===== src/rtl/bram_hex_viewer.sv =====
// bram_hex_viewer
// Walks a block-RAM read port one address at a time and shows either the
// captured read word or the current address as hex on a multiplexed
// common-anode 7-segment display.
//
// Ports
//   clk        system clock, rising edge
//   reset_n    asynchronous active-low reset
//   step       one-cycle pulse, advance the address by one
//   auto_en    advance automatically every AUTO_DIV cycles (step still honoured)
//   show_addr  1: show rd_addr, 0: show captured data
//   rd_addr    bram read address (registered)
//   rd_en      bram read enable, one-cycle pulse per read (registered)
//   rd_data    bram read data, valid RD_LATENCY cycles after rd_en
//   busy       high from read issue until the data is captured (registered)
//   an         digit enables, active-low, one-hot-low (registered)
//   sseg       segments {dp,g,f,e,d,c,b,a}, active-low (registered)
module bram_hex_viewer #(
    parameter int ADDR_W      = 11,
    parameter int DATA_W      = 8,
    parameter int NUM_DIGITS  = 4,
    parameter int RD_LATENCY  = 2,
    parameter int REFRESH_DIV = 16,
    parameter int AUTO_DIV    = 2**24
) (
    input  logic                  clk,
    input  logic                  reset_n,
    input  logic                  step,
    input  logic                  auto_en,
    input  logic                  show_addr,
    output logic [ADDR_W-1:0]     rd_addr,
    output logic                  rd_en,
    input  logic [DATA_W-1:0]     rd_data,
    output logic                  busy,
    output logic [NUM_DIGITS-1:0] an,
    output logic [7:0]            sseg
);

    localparam int VAL_W       = 4 * NUM_DIGITS;
    localparam int AUTO_W      = (AUTO_DIV > 1) ? $clog2(AUTO_DIV) : 1;
    localparam int PRE_W       = $clog2(REFRESH_DIV);
    localparam int IDX_W       = (NUM_DIGITS > 1) ? $clog2(NUM_DIGITS) : 1;
    localparam int ADDR_DIGITS = (ADDR_W + 3) / 4;
    localparam int DATA_DIGITS = (DATA_W + 3) / 4;

    typedef enum logic [2:0] {
        ST_INIT    = 3'd0,
        ST_IDLE    = 3'd1,
        ST_ISSUE   = 3'd2,
        ST_WAIT    = 3'd3,
        ST_CAPTURE = 3'd4
    } state_t;

    state_t                state_r, state_next_s;
    logic [ADDR_W-1:0]     rd_addr_r;
    logic                  rd_en_r;
    logic                  busy_r;
    logic [DATA_W-1:0]     data_reg_r;
    logic                  pending_r;
    logic [2:0]            wait_cnt_r;
    logic [AUTO_W-1:0]     auto_cnt_r;
    logic                  auto_tick_s;
    logic                  adv_req_s;
    logic [PRE_W-1:0]      prescaler_r;
    logic                  pre_wrap_s;
    logic [IDX_W-1:0]      digit_idx_r;
    logic                  slot_start_r;
    logic [NUM_DIGITS-1:0] an_r;
    logic [7:0]            sseg_r;
    logic [VAL_W-1:0]      value_s;
    logic [3:0]            nibble_s;
    logic [7:0]            seg_s;
    logic [NUM_DIGITS-1:0] onehot_s;
    int                    used_digits_s;

    // Active-low hex glyph with the decimal point off.
    function automatic logic [7:0] hex_seg(input logic [3:0] nib);
        logic [7:0] seg;
        case (nib)
            4'h0:    seg = 8'hC0;
            4'h1:    seg = 8'hF9;
            4'h2:    seg = 8'hA4;
            4'h3:    seg = 8'hB0;
            4'h4:    seg = 8'h99;
            4'h5:    seg = 8'h92;
            4'h6:    seg = 8'h82;
            4'h7:    seg = 8'hF8;
            4'h8:    seg = 8'h80;
            4'h9:    seg = 8'h90;
            4'hA:    seg = 8'h88;
            4'hB:    seg = 8'h83;
            4'hC:    seg = 8'hC6;
            4'hD:    seg = 8'hA1;
            4'hE:    seg = 8'h86;
            4'hF:    seg = 8'h8E;
            default: seg = 8'hFF;
        endcase
        return seg;
    endfunction

    assign auto_tick_s = auto_en && (auto_cnt_r == AUTO_W'(AUTO_DIV - 1));
    // step and auto_tick in the same cycle collapse into one advance
    assign adv_req_s   = step | auto_tick_s;
    assign pre_wrap_s  = (prescaler_r == PRE_W'(REFRESH_DIV - 1));

    // Read sequencer next-state logic.
    always_comb begin
        state_next_s = state_r;
        case (state_r)
            ST_INIT: begin
                state_next_s = ST_ISSUE;
            end
            ST_IDLE: begin
                if (adv_req_s || pending_r) begin
                    state_next_s = ST_ISSUE;
                end else begin
                    state_next_s = ST_IDLE;
                end
            end
            ST_ISSUE: begin
                if (RD_LATENCY == 1) begin
                    state_next_s = ST_CAPTURE;
                end else begin
                    state_next_s = ST_WAIT;
                end
            end
            ST_WAIT: begin
                // WAIT spans RD_LATENCY-1 cycles, so CAPTURE lines up with valid data
                if (wait_cnt_r == 3'(RD_LATENCY - 2)) begin
                    state_next_s = ST_CAPTURE;
                end else begin
                    state_next_s = ST_WAIT;
                end
            end
            ST_CAPTURE: begin
                state_next_s = ST_IDLE;
            end
            default: begin
                state_next_s = ST_INIT;
            end
        endcase
    end

    // Read sequencer state, address, strobe, capture and pending request.
    always_ff @(posedge clk or negedge reset_n) begin
        if (!reset_n) begin
            state_r    <= ST_INIT;
            rd_addr_r  <= {ADDR_W{1'b0}};
            rd_en_r    <= 1'b0;
            busy_r     <= 1'b0;
            data_reg_r <= {DATA_W{1'b0}};
            pending_r  <= 1'b0;
            wait_cnt_r <= 3'd0;
        end else begin
            state_r <= state_next_s;
            rd_en_r <= (state_next_s == ST_ISSUE);
            busy_r  <= (state_next_s == ST_ISSUE) || (state_next_s == ST_WAIT) ||
                       (state_next_s == ST_CAPTURE);
            if ((state_r == ST_IDLE) && (state_next_s == ST_ISSUE)) begin
                rd_addr_r <= rd_addr_r + {{(ADDR_W-1){1'b0}}, 1'b1};
            end
            if (state_r == ST_WAIT) begin
                wait_cnt_r <= wait_cnt_r + 3'd1;
            end else begin
                wait_cnt_r <= 3'd0;
            end
            if (state_r == ST_CAPTURE) begin
                data_reg_r <= rd_data;
            end
            // IDLE always consumes (or has no) pending; elsewhere a request is parked 1-deep
            if (state_r == ST_IDLE) begin
                pending_r <= 1'b0;
            end else if (adv_req_s) begin
                pending_r <= 1'b1;
            end
        end
    end

    // Auto-advance interval counter, held at zero while auto mode is off.
    always_ff @(posedge clk or negedge reset_n) begin
        if (!reset_n) begin
            auto_cnt_r <= {AUTO_W{1'b0}};
        end else if (!auto_en || auto_tick_s) begin
            auto_cnt_r <= {AUTO_W{1'b0}};
        end else begin
            auto_cnt_r <= auto_cnt_r + {{(AUTO_W-1){1'b0}}, 1'b1};
        end
    end

    // Glyph and digit-enable for the digit currently selected by the scan.
    always_comb begin
        value_s = show_addr ? VAL_W'(rd_addr_r) : VAL_W'(data_reg_r);
        nibble_s = value_s[{digit_idx_r, 2'b00} +: 4];
        if (show_addr) begin
            used_digits_s = ADDR_DIGITS;
        end else begin
            used_digits_s = DATA_DIGITS;
        end
        if (int'(digit_idx_r) >= used_digits_s) begin
            seg_s = 8'hFF;
        end else begin
            seg_s    = hex_seg(nibble_s);
            seg_s[7] = ~(auto_en && (digit_idx_r == {IDX_W{1'b0}}));
        end
        onehot_s = {NUM_DIGITS{1'b0}};
        for (int i = 0; i < NUM_DIGITS; i++) begin
            onehot_s[i] = (digit_idx_r == IDX_W'(i));
        end
    end

    // Digit scan: prescaler, digit index, and a per-slot snapshot of an/sseg.
    always_ff @(posedge clk or negedge reset_n) begin
        if (!reset_n) begin
            prescaler_r  <= {PRE_W{1'b0}};
            digit_idx_r  <= {IDX_W{1'b0}};
            slot_start_r <= 1'b0;
            an_r         <= {NUM_DIGITS{1'b1}};
            sseg_r       <= 8'hFF;
        end else begin
            slot_start_r <= pre_wrap_s;
            if (pre_wrap_s) begin
                prescaler_r <= {PRE_W{1'b0}};
                if (digit_idx_r == IDX_W'(NUM_DIGITS - 1)) begin
                    digit_idx_r <= {IDX_W{1'b0}};
                end else begin
                    digit_idx_r <= digit_idx_r + {{(IDX_W-1){1'b0}}, 1'b1};
                end
            end else begin
                prescaler_r <= prescaler_r + {{(PRE_W-1){1'b0}}, 1'b1};
            end
            // Loading once per slot keeps the glyph steady and delays show_addr to the next slot
            if (slot_start_r) begin
                an_r   <= ~onehot_s;
                sseg_r <= seg_s;
            end else begin
                an_r   <= an_r;
                sseg_r <= sseg_r;
            end
        end
    end

    assign rd_addr = rd_addr_r;
    assign rd_en   = rd_en_r;
    assign busy    = busy_r;
    assign an      = an_r;
    assign sseg    = sseg_r;

endmodule

===== config.mk =====
export PLATFORM = sky130hd
export DESIGN_NAME = bram_hex_viewer
export DESIGN_NICKNAME = d
export VERILOG_FILES = /design/src/rtl/bram_hex_viewer.sv
export SDC_FILE = /design/constraint.sdc
export NUM_CORES = 1
export LEC_CHECK = 0
export CAP_MARGIN = 20
export CORE_ASPECT_RATIO = 0.9
export CORE_MARGIN = 1.5
export CORE_UTILIZATION = 38
export DETAILED_ROUTE_END_ITERATION = 10
export PLACE_DENSITY = 0.66
export SLEW_MARGIN = 20
export SYNTH_ARGS = -nofsm -noshare
export SYNTH_HDL_FRONTEND = slang
export SYNTH_SLANG_ARGS = --single-unit

===== constraint.sdc =====
create_clock -name clk -period 2.7 [get_ports clk]
set_input_delay 0.405 -clock clk [delete_from_list [all_inputs] [get_ports clk]]
set_output_delay 0.405 -clock clk [all_outputs]
set_load 0.01 [all_outputs]

## Yosys cells after proc, flatten, opt, wreduce, memory -nomap -nowiden

Memory sizes are Yosys's and may differ from the RTL's.
Index checks and enable logic that the tools add are counted.

| storage, ports and cells | value |
|---|---|
| register bits | 71 |
| latch bits | 0 |
| bits in writable memories | 0 |
| bits in read-only memories | 112 |
| input port bits | 13 |
| output and inout bits | 25 |
| logic and storage cells | 60 |
| memories kept | 1 |

Memories:

| memory | depth | width | rd ports | clocked after Yosys merged registers in | write ports | RTL line | source |
|---|---|---|---|---|---|---|---|
| (name not given) | 16 | 7 | 1 | 0 | 0 | 79 | `case (nib)` |

| cells by class | value |
|---|---|
| add/subtract/negate cells | 5 |
| multiply operators | 0 |
| divide/modulo/power cells | 0 |
| order comparisons | 1 |
| equality and inequality tests | 12 |
| shift operators | 1 |
| muxes and demuxes | 12 |
| bitwise operators | 3 |
| reduce and logical (&&, ||, !) cells | 12 |

Operator list:

| cell | count |
|---|---|
| 3-bit by 32-bit >= comparator with 1-bit output | 1 |
| 24-bit by 1-bit adder with 24-bit output, second input constant | 1 |
| 24-bit == test, second input constant | 1 |
| 24-bit 2-to-1 mux | 1 |
| 16-bit by 5-bit indexed part select with 4-bit output | 1 |
| 3-bit case mux with 5 select lines | 1 |
| 3-bit by 2-bit == test with 1-bit output, second input constant | 4 |
| 11-bit by 1-bit adder with 11-bit output, second input constant | 1 |
| 11-bit 2-to-1 mux | 1 |
| 8-bit 2-to-1 mux | 1 |
| 3-bit == test, second input constant | 2 |
| 3-bit zero test | 2 |
| 3-bit 2-to-1 mux | 2 |
| 4-bit by 1-bit adder with 4-bit output, second input constant | 1 |
| 2-bit == test, second input constant | 2 |
| 4-bit == test, second input constant | 1 |
| 1-bit logical OR | 4 |
| 2-bit 2-to-1 mux | 2 |
| 4-bit 2-to-1 mux | 1 |
| 4-bit inverter | 1 |
| 3-bit by 1-bit adder with 3-bit output, second input constant | 1 |
| 3-bit by 1-bit == test with 1-bit output, second input constant | 1 |
| 1-bit logical AND | 3 |
| 1-bit 2-to-1 mux | 3 |
| other kinds (7) | 7 |

## Depth between registers and ports, before layout

| logic depth | value |
|---|---|
| word-level depth | 9 |
| mapped depth | 10 |
| gate-level depth less buffers | 9 |

## Worst setup path before layout

Ideal clock, no wire load.

| timing | value |
|---|---|
| path kind | reg-to-reg |
| start point | register digit_idx_r[0] |
| end point | register sseg_r[4], in the netlist sseg[4] |
| library setup time | 0.077 ns |
| arrival time | 2.026 ns |
| data required time | 2.623 ns |
| path slack | 0.597 ns |
| stages on the path, launching flop included | 9 |
| buffers on the path | 1 |
| period minus slack after synthesis | 2.103 ns |
| path through | dfrtp_1 > buf_6 > mux4_1 > a21oi_2 > inv_1 > ha_1 > a211oi_1 > o21ai_0 > a31oi_1 |

| between the ends | value |
|---|---|
| longest elaborated chain between the ends | 3 |
| elaborated cells on any way between the ends | 4 |
| those cells by class | order compare (1); shift (1); mux (1); memory (1) |

RTL lines:

| element | RTL line | source |
|---|---|---|
| start: declaration | 66 | `logic [IDX_W-1:0] digit_idx_r;` |
| start signal: assignment | 215 | `digit_idx_r <= {IDX_W{1'b0}};` |
| start signal: assignment | 224 | `digit_idx_r <= {IDX_W{1'b0}};` |
| start signal: assignment | 226 | `digit_idx_r <= digit_idx_r + {{(IDX_W-1){1'b0}}, 1'b1};` |
| 16-bit by 5-bit indexed part select with 4-bit output | 193 | `nibble_s = value_s[{digit_idx_r, 2'b00} +: 4];` |
| memory 16 x 7 bit | - |  |
| 8-bit 2-to-1 mux * | 199 | `if (int'(digit_idx_r) >= used_digits_s) begin` |
| end signal: assignment | 234 | `sseg_r <= seg_s;` |
| end signal: assignment | 237 | `sseg_r <= sseg_r;` |
| end: declaration | 69 | `logic [7:0] sseg_r;` |

Every way passes the cells marked *; elsewhere a longest branch is shown, timed or not.
A chain may end at the register's enable or synchronous reset.

## Worst setup path after layout

Ends and elaborated chain as after synthesis.

==> qor.yml <==
io_buffers: 37
synth_top_area_frac: 0.4026
cts.repair.resized: 0
drt_pass1_iterations: 5
synthesis.nets: 367
post-route-util: 0.4807
ys_seq_area_frac: 0.4886
drv_cap: 0
drive_gt1_frac: 0.1564
use_met2: 0.2382
post-route-min-period_ns: 2.452
worstPathArrival_ns: 2.72
powerDensity_mw_per_mm2: 673.2
finClkSkew_ns: 0.009775
path_clk_slew_ns: 0.08
final_nets: 414
cp_max_fo: 9
syn_area_mm2: 0.003667
die_x_um: 106.6
antenna_cells: 0
power_frac_comb: 0.187
clockRootBuffer: "clkbuf_8"
drt-vias-per-instance: 5.084
initial_core_util: 0.3965
setup_tns_ns: 0
use_met3: 0.02437
hold_violations: 0
grt_pass1_wl_um: 12290
wirelength_um: 7196
cts_max_level: 3
cp.required_ns: 2.97
timing.final.crit_share: 0.9082
core_mm2: 0.009249
hold_buffers: 0
grt_antenna_before_repair: 0
cts.path.max_buffers: 2
drt_iter0_drc: 114
grt_use_total: 0.1529
yosysTopAreaCell: "dfrtp_1"
finalSetupViolCount: 0
start_kind: "flip-flop"
via_count: 2603
report.final.slew_viol_count: 0
synth_most_common_cell: "dfrtp_1"
grt_max_degree: 48
cts_setup_buffers: 0
final_area_mm2: 0.004446
drc: 0
rsz0062_at_grt: "false"
ant_nets: 0
grt-busiest-layer: "met2"
rows: 33
synthFlopType: "dfrtp_1"
fillCellCount: 848
tightestPinTransition_ns: 0.6783
hp-class: "primary input to asynchronous set/reset pin"
cts_made_buffers: 9
path_class: "flip-flop to flip-flop"
p_switching_uw: 816.6
intPower_mw: 2.176
swShare: 0.2729
synth.avg_cell_area_um2: 10.85
syn_inst: 338
critPathCaptureType: "flip-flop"
insertion_delay_ns: 0.34
power_frac_seq: 0.457
relSlewSlack: 0.5458
dpl-instance-area_mm2: 0.004190
status: "completed"
cts_tree: "yes"
synthArstFlopShare: 1.000
synth_area_leaders: "dfrtp_1, dfstp_2, ha_1"
die_y_um: 96.20
grt_pass1_vias: 2522
power_frac_clock: 0.356
synth_warnings: 0
overflow: 0
use_met1: 0.2136
power.total_mw: 2.993
avgRoutedWirePerCell_um: 14.05
synth_edf_count: 0
dpl.hpwl_um: 5035
yosys.cell_types.count: 53
pin_count: 38
synth_common_cells: "dfrtp_1, nor2_1, xor2_1"
routabilityCongestion: 0.8521
vdd_ir_drop_max_mv: 0.3873
syn2layout_area_growth_pct: 21.22
fmax_mhz: 407.8
synth_seq_cells: 71
p_leak_nw: 1.880
cts_sinks: 71
dieArea_mm2: 0.01025
==> power groups by stage <==
stage,Combinational [mW],Clock [mW],Sequential [mW]
finish,0.559,1.07,1.37
global route,0.621,1.14,1.39
CTS,0.566,1.09,1.37
detailed placement,0.563,0,1.39
global placement,0.550,0,1.39
floorplan,0.362,0,1.34
==> final cells by class <==
class | instances | area (um^2) | area share
inverter | 15 | 56.30 | 0.01267
sequential | 71 | 1792 | 0.4030
clock inverter | 5 | 103.9 | 0.02336
multi-input combinational | 244 | 1759 | 0.3957
tap | 122 | 152.6 | 0.03434
clock buffer | 11 | 151.4 | 0.03406
timing repair buffer | 44 | 430.4 | 0.09682
==> critical path, stage by stage (launching register included) <==
cell and delay (ns):
dfrtp_1 0.57, mux4_1 0.62, a21oi_2 0.30, inv_1 0.13
ha_1 0.24, a211oi_1 0.24, o21ai_0 0.13, a31oi_1 0.15
==> routing by layer <==
| layer | part of all wire | wire length (um) |
|---|---|---|
| met1 | 0.50 | 3609 |
| met2 | 0.45 | 3230 |
| met3 | 0.035 | 255 |
| met4 | 0.014 | 101 |
| met5 | 0 | 0 |
==> cells by family (layout without fill, tap and decap cells) <==
family                   count (synthesis)  count (layout)  share of synthesized area
flip-flops                              71              71                     0.4886
AO/OA/AOI/OAI                           39              39                    0.07165
buffers and inverters                   23              75                    0.03173
AND/OR/NAND/NOR                        129             129                     0.1836
XOR/XNOR                                36              36                    0.08598
adder cells (fa/ha/maj)                 16              16                    0.05459
multiplexers                            24              24                    0.08393
==> sequential cells by signal, indices dropped and copies added, names as in the netlist, 2 cells and up <==
name / flops
auto_cnt_r: 24
state_r: 3
data_reg_r: 8
wait_cnt_r: 3
sseg: 8
prescaler_r: 4
digit_idx_r: 2
rd_addr: 11
an: 4
==> worst paths after layout <==
| kind | start | end | slack (ns) | cells after the start |
|---|---|---|---|---|
| max | digit_idx_r[0] | sseg[4] | 0.25 | 7 |
| min | reset_n | auto_cnt_r[20] | 0.06 | 1 |
| max reg2reg | digit_idx_r[0] | sseg[4] | 0.25 | 7 |
| min reg2reg | wait_cnt_r[0] | wait_cnt_r[0] | 0.46 | 1 |
| max in group asynchronous | reset_n | sseg[3] | 1.92 | 2 |
| min in group clk | wait_cnt_r[0] | wait_cnt_r[0] | 0.46 | 1 |
==> layout by cell type (no fill, tap or decap), types with 5 or more instances in the layout <==
| master | instances |
|---|---|
| dfrtp_1 | 59 |
| nor2_1 | 43 |
| clkdlybuf4s50_1 | 36 |
| xor2_1 | 22 |
| nand3_1 | 20 |
| nand2_1 | 20 |
| ha_1 | 16 |
| inv_1 | 14 |
| xnor2_1 | 14 |
| dfstp_2 | 12 |
| clkbuf_8 | 11 |
| nand4_1 | 10 |
| mux2_2 | 10 |
| a21oi_1 | 10 |
| mux2i_1 | 9 |
| and3_1 | 7 |
| o21ai_0 | 7 |
| buf_4 | 6 |
| a31oi_1 | 5 |
==> metrics by stage <==
| stage | setup slack [ns] | std cells | hold WS [ns] |
|---|---|---|---|
| finish | 0.2478 | 512 | 0.06331 |
| global route | 0.1245 | 512 | 0.09783 |
| CTS | 0.2372 | 512 | 0.07128 |
| detailed placement | 0.1919 | 496 | 0.4484 |
| global placement | 0.2527 | 496 | 0.4427 |
| floorplan | 0.5972 | 338 | 0.1094 |
Power figures use the tool's default switching activity.
